--- src/rtl/rs_pkg.sv ---
// Shared types and helpers for the reservation-station issue path.
package rs_pkg;

    localparam int unsigned ROB_IDX_W   = 4;
    localparam int unsigned ORD_W       = ROB_IDX_W + 1;
    localparam int unsigned ISSUE_W_MAX = 4;

    // ROB tag: {wrap bit, ROB index}
    typedef logic [ORD_W-1:0] ord_t;

    // Distance from the ROB head; modular subtraction keeps ordering correct across wrap
    function automatic ord_t rel_age(input ord_t tag, input ord_t head);
        return ord_t'(tag - head);
    endfunction

endpackage

--- src/rtl/rs_age_pick.sv ---
// Combinational oldest-first picker: a binary tournament over {req, age}.
// Ties go to the lower entry index because the left child always holds lower indices.
module rs_age_pick
    import rs_pkg::*;
#(
    parameter int unsigned NUM_ENT = 16
) (
    input  logic [NUM_ENT-1:0] req,
    input  ord_t [NUM_ENT-1:0] order,
    input  ord_t               rob_head,
    output logic [NUM_ENT-1:0] gnt,
    output logic               any,
    output ord_t               win_order
);

    localparam int unsigned IDX_W = $clog2(NUM_ENT);
    localparam int unsigned LVLS  = $clog2(NUM_ENT);
    localparam int unsigned TOP   = LVLS - 1;

    // Tree levels: level 0 are the leaves, level TOP has the two finalists
    for (genvar lv = 0; lv < LVLS; lv++) begin : g_lvl
        localparam int unsigned N = NUM_ENT >> lv;
        logic [N-1:0]            v;
        ord_t [N-1:0]            age;
        logic [N-1:0][IDX_W-1:0] idx;

        if (lv == 0) begin : g_leaf
            for (genvar e = 0; e < N; e++) begin : g_e
                assign v[e]   = req[e];
                assign age[e] = rel_age(order[e], rob_head);
                assign idx[e] = IDX_W'(e);
            end
        end else begin : g_node
            for (genvar n = 0; n < N; n++) begin : g_n
                logic take_lo;
                assign take_lo = g_lvl[lv-1].v[2*n] &
                                 (~g_lvl[lv-1].v[2*n+1] |
                                  (g_lvl[lv-1].age[2*n] <= g_lvl[lv-1].age[2*n+1]));
                assign v[n]   = g_lvl[lv-1].v[2*n] | g_lvl[lv-1].v[2*n+1];
                assign age[n] = take_lo ? g_lvl[lv-1].age[2*n] : g_lvl[lv-1].age[2*n+1];
                assign idx[n] = take_lo ? g_lvl[lv-1].idx[2*n] : g_lvl[lv-1].idx[2*n+1];
            end
        end
    end

    logic             root_lo;
    logic [IDX_W-1:0] win_idx;

    // Final match between the two finalists
    assign root_lo   = g_lvl[TOP].v[0] &
                       (~g_lvl[TOP].v[1] | (g_lvl[TOP].age[0] <= g_lvl[TOP].age[1]));
    assign any       = g_lvl[TOP].v[0] | g_lvl[TOP].v[1];
    assign win_idx   = root_lo ? g_lvl[TOP].idx[0] : g_lvl[TOP].idx[1];
    assign gnt       = any ? (NUM_ENT'(1) << win_idx) : '0;
    assign win_order = any ? order[win_idx] : '0;

endmodule

--- src/rtl/rs_multi_issue_select.sv ---
// Age-ordered multi-port issue selector: picks up to ISSUE_W oldest ready entries
// per cycle into per-port slots with a valid/ready handshake toward the FUs.
module rs_multi_issue_select
    import rs_pkg::*;
#(
    parameter int unsigned NUM_ENT = 16,
    parameter int unsigned ISSUE_W = 2
) (
    input  logic                            clock,
    input  logic                            reset_n,
    input  logic                            flush,
    input  logic [NUM_ENT-1:0]              req,
    input  ord_t [NUM_ENT-1:0]              order,
    input  ord_t                            rob_head,
    input  logic [ISSUE_W-1:0]              fu_ready,
    output logic [ISSUE_W-1:0]              iss_valid,
    output logic [ISSUE_W-1:0][NUM_ENT-1:0] iss_gnt,
    output ord_t [ISSUE_W-1:0]              iss_order,
    output logic [NUM_ENT-1:0]              iss_fire
);

    logic [ISSUE_W-1:0]              stall;
    logic [ISSUE_W-1:0]              fire;
    logic [NUM_ENT-1:0]              held;
    logic [NUM_ENT-1:0]              elig;
    logic [ISSUE_W-1:0][NUM_ENT-1:0] pick_gnt;
    logic [ISSUE_W-1:0]              pick_any;
    ord_t [ISSUE_W-1:0]              pick_ord;
    logic [ISSUE_W-1:0]              nxt_valid;
    logic [ISSUE_W-1:0][NUM_ENT-1:0] nxt_gnt;
    ord_t [ISSUE_W-1:0]              nxt_order;

    assign stall = iss_valid & ~fu_ready;
    assign fire  = iss_valid & fu_ready;

    // Entries parked in stalled slots are held back; fired entries are reported to the RS
    always_comb begin
        held     = '0;
        iss_fire = '0;
        for (int k = 0; k < int'(ISSUE_W); k++) begin
            if (stall[k]) held     = held | iss_gnt[k];
            if (fire[k])  iss_fire = iss_fire | iss_gnt[k];
        end
    end

    assign elig = req & ~held;

    // Picker chain: stage i sees the eligible set minus the winners of earlier stages
    for (genvar i = 0; i < ISSUE_W; i++) begin : g_stage
        logic [NUM_ENT-1:0] cand;
        logic [NUM_ENT-1:0] gnt;
        logic               any;
        ord_t               ord;

        if (i == 0) begin : g_first
            assign cand = elig;
        end else begin : g_rest
            assign cand = g_stage[i-1].cand & ~g_stage[i-1].gnt;
        end

        rs_age_pick #(
            .NUM_ENT (NUM_ENT)
        ) u_pick (
            .req       (cand),
            .order     (order),
            .rob_head  (rob_head),
            .gnt       (gnt),
            .any       (any),
            .win_order (ord)
        );

        assign pick_gnt[i] = gnt;
        assign pick_any[i] = any;
        assign pick_ord[i] = ord;
    end

    // The i-th free slot (ascending k) takes the i-th oldest pick
    always_comb begin
        int rank;
        rank      = 0;
        nxt_valid = '0;
        nxt_gnt   = '0;
        nxt_order = '0;
        for (int k = 0; k < int'(ISSUE_W); k++) begin
            if (!stall[k]) begin
                for (int j = 0; j < int'(ISSUE_W); j++) begin
                    if (rank == j) begin
                        nxt_valid[k] = pick_any[j];
                        nxt_gnt[k]   = pick_gnt[j];
                        nxt_order[k] = pick_ord[j];
                    end
                end
                rank = rank + 1;
            end
        end
    end

    // Slot registers: flush squashes everything, stalled slots hold, free slots reload
    always_ff @(posedge clock or negedge reset_n) begin
        if (!reset_n) begin
            iss_valid <= '0;
            iss_gnt   <= '0;
            iss_order <= '0;
        end else if (flush) begin
            iss_valid <= '0;
            iss_gnt   <= '0;
            iss_order <= '0;
        end else begin
            for (int k = 0; k < int'(ISSUE_W); k++) begin
                if (!stall[k]) begin
                    iss_valid[k] <= nxt_valid[k];
                    iss_gnt[k]   <= nxt_gnt[k];
                    iss_order[k] <= nxt_order[k];
                end
            end
        end
    end

endmodule

--- config.mk ---
export PLATFORM = sky130hd
export DESIGN_NAME = rs_multi_issue_select
export DESIGN_NICKNAME = d
export VERILOG_FILES = /design/src/rtl/rs_pkg.sv /design/src/rtl/rs_age_pick.sv /design/src/rtl/rs_multi_issue_select.sv
export SDC_FILE = /design/constraint.sdc
export NUM_CORES = 1
export LEC_CHECK = 0
export CAP_MARGIN = 10
export CORE_ASPECT_RATIO = 0.8
export CORE_MARGIN = 3
export CORE_UTILIZATION = 59
export CTS_BUF_LIST = sky130_fd_sc_hd__clkbuf_4 sky130_fd_sc_hd__clkbuf_8
export DETAILED_ROUTE_END_ITERATION = 10
export PLACE_DENSITY = 0.95
export SLEW_MARGIN = 5
export SYNTH_ARGS = -nofsm -noshare
export SYNTH_HDL_FRONTEND = slang
export SYNTH_SLANG_ARGS = --single-unit
export TNS_END_PERCENT = 1
--- constraint.sdc ---
create_clock -name clock -period 16.6 [get_ports clock]
set_input_delay 1.66 -clock clock [delete_from_list [all_inputs] [get_ports clock]]
set_output_delay 1.66 -clock clock [all_outputs]
set_load 0.01 [all_outputs]
==> results of run 1 <==
## metrics by stage
step                TNS [ns]  setup slack, ns   util
global placement       -2.09           -0.228  0.757
floorplan                  0           0.0317      -
detailed placement    -24.12            -1.35  0.757
CTS                        0          0.00429  0.783
## kinds of logic after synthesis
logic type               Yosys count  share of synthesized area
AO/OA/AOI/OAI                    479                      0.285
XOR/XNOR                          53                     0.0386
adder cells (fa/ha/maj)          174                      0.190
buffers and inverters            170                     0.0570
flip-flops                        44                     0.0915
multiplexers                     144                      0.125
AND/OR/NAND/NOR                  507                      0.212
## per-layer routing
metal	overflow	GRT usage
met5	1	0.507
met4	66	0.862
met3	5	0.736
met2	82	0.937
met1	4	0.808
## Yosys cell counts (all sizes together), types with 32 or more instances
library cell / number
a21o: 32
o21a: 34
nand2: 127
nor2: 127
nand3: 52
mux2i: 115
a21oi: 123
ha: 156
xnor2: 40
clkbuf: 33
inv: 108
dfrtp: 44
o21ai: 69
## what timing repair did
item                                    in CTS
endpoints found under the setup margin      21
cloned                                       2
pin swaps                                   26
gates resized for setup                     62
buffers inserted                            15
==> results.sh, run 1 <==
export IMPL_status="aborted with a tool error"
export IMPL_failed_stage="global routing (5_1_grt)"
export IMPL_error="[ERROR GRT-0232] Routing congestion too high. Check the congestion heatmap in the GUI."
export IMPL_synth_edf_count=0
export IMPL_clock_sinks=44
export IMPL_io_pins=166
export IMPL_synth_nets=1849
export IMPL_placementRows=46
export IMPL_dp_cells=2102
export IMPL_yosysTopAreaCell="ha_1"
export IMPL_placed_cell_area_mm2=0.0151
export IMPL_ctsHoldBuffers=0
export IMPL_gp_congestion=1.17
export IMPL_synth_warnings=0
export IMPL_grt_worst_setup_endpoint="iss_order[6]$_DFFE_PN0P_/D"
export IMPL_syn_area_mm2=0.0120
export IMPL_cts_buffer_depth=2
export IMPL_synth_seq_cells=44
export IMPL_syn_inst=1571
export IMPL_hpwl_um=42300
export IMPL_numCtsBuffers=5
export IMPL_synth_top_area_frac=0.162
export IMPL_grt_total_usage=0.827
export IMPL_synth_area_top_cells="ha_1 16%, mux2i_1 9.4%, dfrtp_1 9.1%"
export IMPL_syn_avg_cell_area_um2=7.66
export IMPL_cts_root_buf="clkbuf_8"
export IMPL_synthDistinctLibCells=102
export IMPL_grt_ovfl_total=158
export IMPL_start_util=0.604
export IMPL_port_buffers=165
export IMPL_ys_seq_area_frac=0.0915
export IMPL_async_flop_share=1.00
export IMPL_fp_dieH_um=134
export IMPL_grt_max_degree=51
export IMPL_die_x_um=166
export IMPL_htree_levels=2
export IMPL_worst_ep_kind="register input"
export IMPL_ys_flop_type="dfrtp_1"
==> run 2, diff against run 1 <==
Settings changed: CORE_ASPECT_RATIO 0.8 to unset, CORE_UTILIZATION 59 to 40, CTS_BUF_LIST sky130_fd_sc_hd__clkbuf_4 sky130_fd_sc_hd__clkbuf_8 to unset, PLACE_DENSITY 0.95 to unset, PLACE_DENSITY_LB_ADDON set to 0.15.
==> run 2 against run 1 <==
Compared with the run above:
- the run now ends clean
- synthesized cell count is the same
- area after synthesis is the same
==> results.sh, run 2 <==
export IMPL_start_util=0.413
export IMPL_hpwl_um=44300
export IMPL_syn_area_mm2=0.0120
export IMPL_drv_cap=0
export IMPL_synthDistinctLibCells=102
export IMPL_fin_nets=2393
export IMPL_path_class="primary input to flip-flop"
export IMPL_placementRows=62
export IMPL_drc=0
export IMPL_ctsHoldBuffers=0
export IMPL_hold_path_class="flip-flop to flip-flop"
export IMPL_grt_max_degree=52
export IMPL_synth_area_top_cells="ha_1 16%, mux2i_1 9.4%, dfrtp_1 9.1%"
export IMPL_path_clk_slew_ns=0.08
export IMPL_fin_skew_ns=0.0158
export IMPL_largestRegisters="iss_gnt x32, iss_order x10, iss_valid x2"
export IMPL_drt_first_pass_iters=6
export IMPL_mostFrequentLayoutCell="buf_4"
export IMPL_gp_congestion=0.981
export IMPL_insertion_delay_ns=0.31
export IMPL_fmax_mhz=61.9
export IMPL_endpoint_kind="flip-flop"
export IMPL_clock_sinks=44
export IMPL_yosysMostFrequentCell="ha_1"
export IMPL_grt_total_usage=0.304
export IMPL_grt_pass1_vias=13700
export IMPL_synth_nets=1849
export IMPL_cts_buffer_depth=2
export IMPL_synth_warnings=0
export IMPL_htree_levels=2
export IMPL_status="finished, final reports clean"
export IMPL_ys_flop_type="dfrtp_1"
export IMPL_register_area_mm2=0.00110
export IMPL_core_area_mm2=0.0292
export IMPL_wl_per_cell_um=21.4
export IMPL_cpMaxStageDelayCell="clkdlybuf4s50_1"
export IMPL_ys_seq_area_frac=0.0915
export IMPL_startpoint_type="primary input"
export IMPL_synth_top_area_frac=0.162
export IMPL_antenna_found_initial=0
export IMPL_stdcell_area_mm2=0.0184
export IMPL_finalWirelength_um=53600
export IMPL_fin_crit_sh=0.973
export IMPL_top_register="iss_gnt"
export IMPL_io_pins=166
export IMPL_tightest_slew_ns=1.11
export IMPL_cp_slowest_stage_delay_ns=0.45
export IMPL_critPathMaxFanout=8
export IMPL_antenna_cells=0
export IMPL_largest_reg_flops=32
export IMPL_hold_violations=0
export IMPL_grt_ovfl_total=0
export IMPL_fin_crit_ns=16.15
export IMPL_grt_pass1_wl_um=78800
export IMPL_avgViaCountPerCell=5.83
export IMPL_multi_input_area_mm2=0.0111
export IMPL_drive_gt1_frac=0.313
export IMPL_worst_path_buf_inv=19
export IMPL_syn_avg_cell_area_um2=7.66
export IMPL_syn_inst=1571
export IMPL_fp_dieH_um=179
export IMPL_critPathMostFrequentCell="buf_4"
export IMPL_drtIter0Drc=1324
export IMPL_vias=14600
export IMPL_crit_family="compound AO/OA/AOI/OAI gates"
export IMPL_syn_to_final_growth_pct=52.9
export IMPL_async_flop_share=1.00
export IMPL_slew_headroom=0.261
export IMPL_port_buffers=165
export IMPL_synth_seq_cells=44
export IMPL_synth_edf_count=0
export IMPL_cp_required_ns=16.85
export IMPL_cp_arrival_ns=16.40
export IMPL_layout_common_cells="409 x buf_4, 157 x clkdlybuf4s50_1, 146 x ha_1"
export IMPL_die_x_um=179
export IMPL_placed_cell_area_mm2=0.0168
export IMPL_dieArea_mm2=0.0322
export IMPL_numCtsBuffers=5
export IMPL_fill_cells=2634
export IMPL_yosysTopAreaCell="ha_1"
export IMPL_postRouteAntennaNets=0
export IMPL_setup_viol=0
export IMPL_cts_tree="yes"
export IMPL_cts_root_buf="clkbuf_16"
export IMPL_slew_violations=0
export IMPL_ys_top_cells_by_count="156 x ha_1, 127 x nor2_1, 124 x nand2_1, 120 x a21oi_1, 113 x mux2i_1"
[run 2: timing repair]
item	CTS	global route
buffers inserted	4	46
gates cloned	0	6
endpoints found under the hold margin	0	0
gates resized for setup	30	173
setup endpoints to repair	21	21
pin swaps	6	58
[run 2: through the flow]
step | TNS (ns) | util | instances | worst slack, ns | hold slack [ns]
global route | -3.04 | 0.631 | 2500 | -0.228 | 0.568
detailed placement | -27.15 | 0.578 | 2436 | -1.43 | 0.531
finish | 0 | 0.631 | 2500 | 0.455 | 0.546
floorplan | 0 | - | 1571 | 0.0317 | 0.551
CTS | 0 | 0.589 | 2448 | 0.0000409 | 0.541
global placement | -28.73 | 0.578 | 2436 | -1.52 | 0.525
[run 2: logic make-up after synthesis]
logic type               synth area share
XOR/XNOR                           0.0386
multiplexers                        0.125
buffers and inverters              0.0570
AND/OR/NAND/NOR                     0.212
flip-flops                         0.0915
adder cells (fa/ha/maj)             0.190
AO/OA/AOI/OAI                       0.285
[run 2: layer usage]
metal  up-vias  track usage  part of all wire  wire length (um)
li1       6931            -                 -                 -
met1      6955        0.437              0.46             24500
met2       604        0.489              0.45             24200
met3        73       0.0453             0.072              3850
met4         0       0.0548             0.020              1080
met5         -            0                 0                 0
[run 2: layout make-up]
class                   count  area share
multi-input cells        1357       0.604
repair buffers            599       0.279
flip-flops and latches     44      0.0598
well taps                 384      0.0261
inverters                 108      0.0222
clock buffers               5     0.00680
clock inverters             3     0.00252
[run 2: worst register-to-register path: cells and delay by family (launching register included)]
family	cells	cell delay, ns
adders and majority gates	6	1.69
buffers and inverters	15	2.42
AOI/OAI and AO/OA	31	5.76
and+or+nand+nor	17	2.20
muxes	5	1.40
DFF	1	0.70
[run 2: final timing paths]
path                                           from                       end  slack (ns)  depth (start not counted)
max in group asynchronous                   reset_n    iss_gnt[1]$_DFFE_PN0P_       14.40                          1
min                        iss_order[2]$_DFFE_PN0P_  iss_order[2]$_DFFE_PN0P_        0.55                          2
min in group asynchronous                   reset_n   iss_gnt[22]$_DFFE_PN0P_        1.55                          1
max                                     rob_head[2]  iss_order[5]$_DFFE_PN0P_        0.45                         83
min reg2reg                iss_order[2]$_DFFE_PN0P_  iss_order[2]$_DFFE_PN0P_        0.55                          2
max reg2reg                iss_valid[1]$_DFFE_PN0P_  iss_order[5]$_DFFE_PN0P_        2.38                         74
Power of run 2 is not shown: default switching activity piles up to over one toggle a cycle in this logic, so the estimate is an artifact.
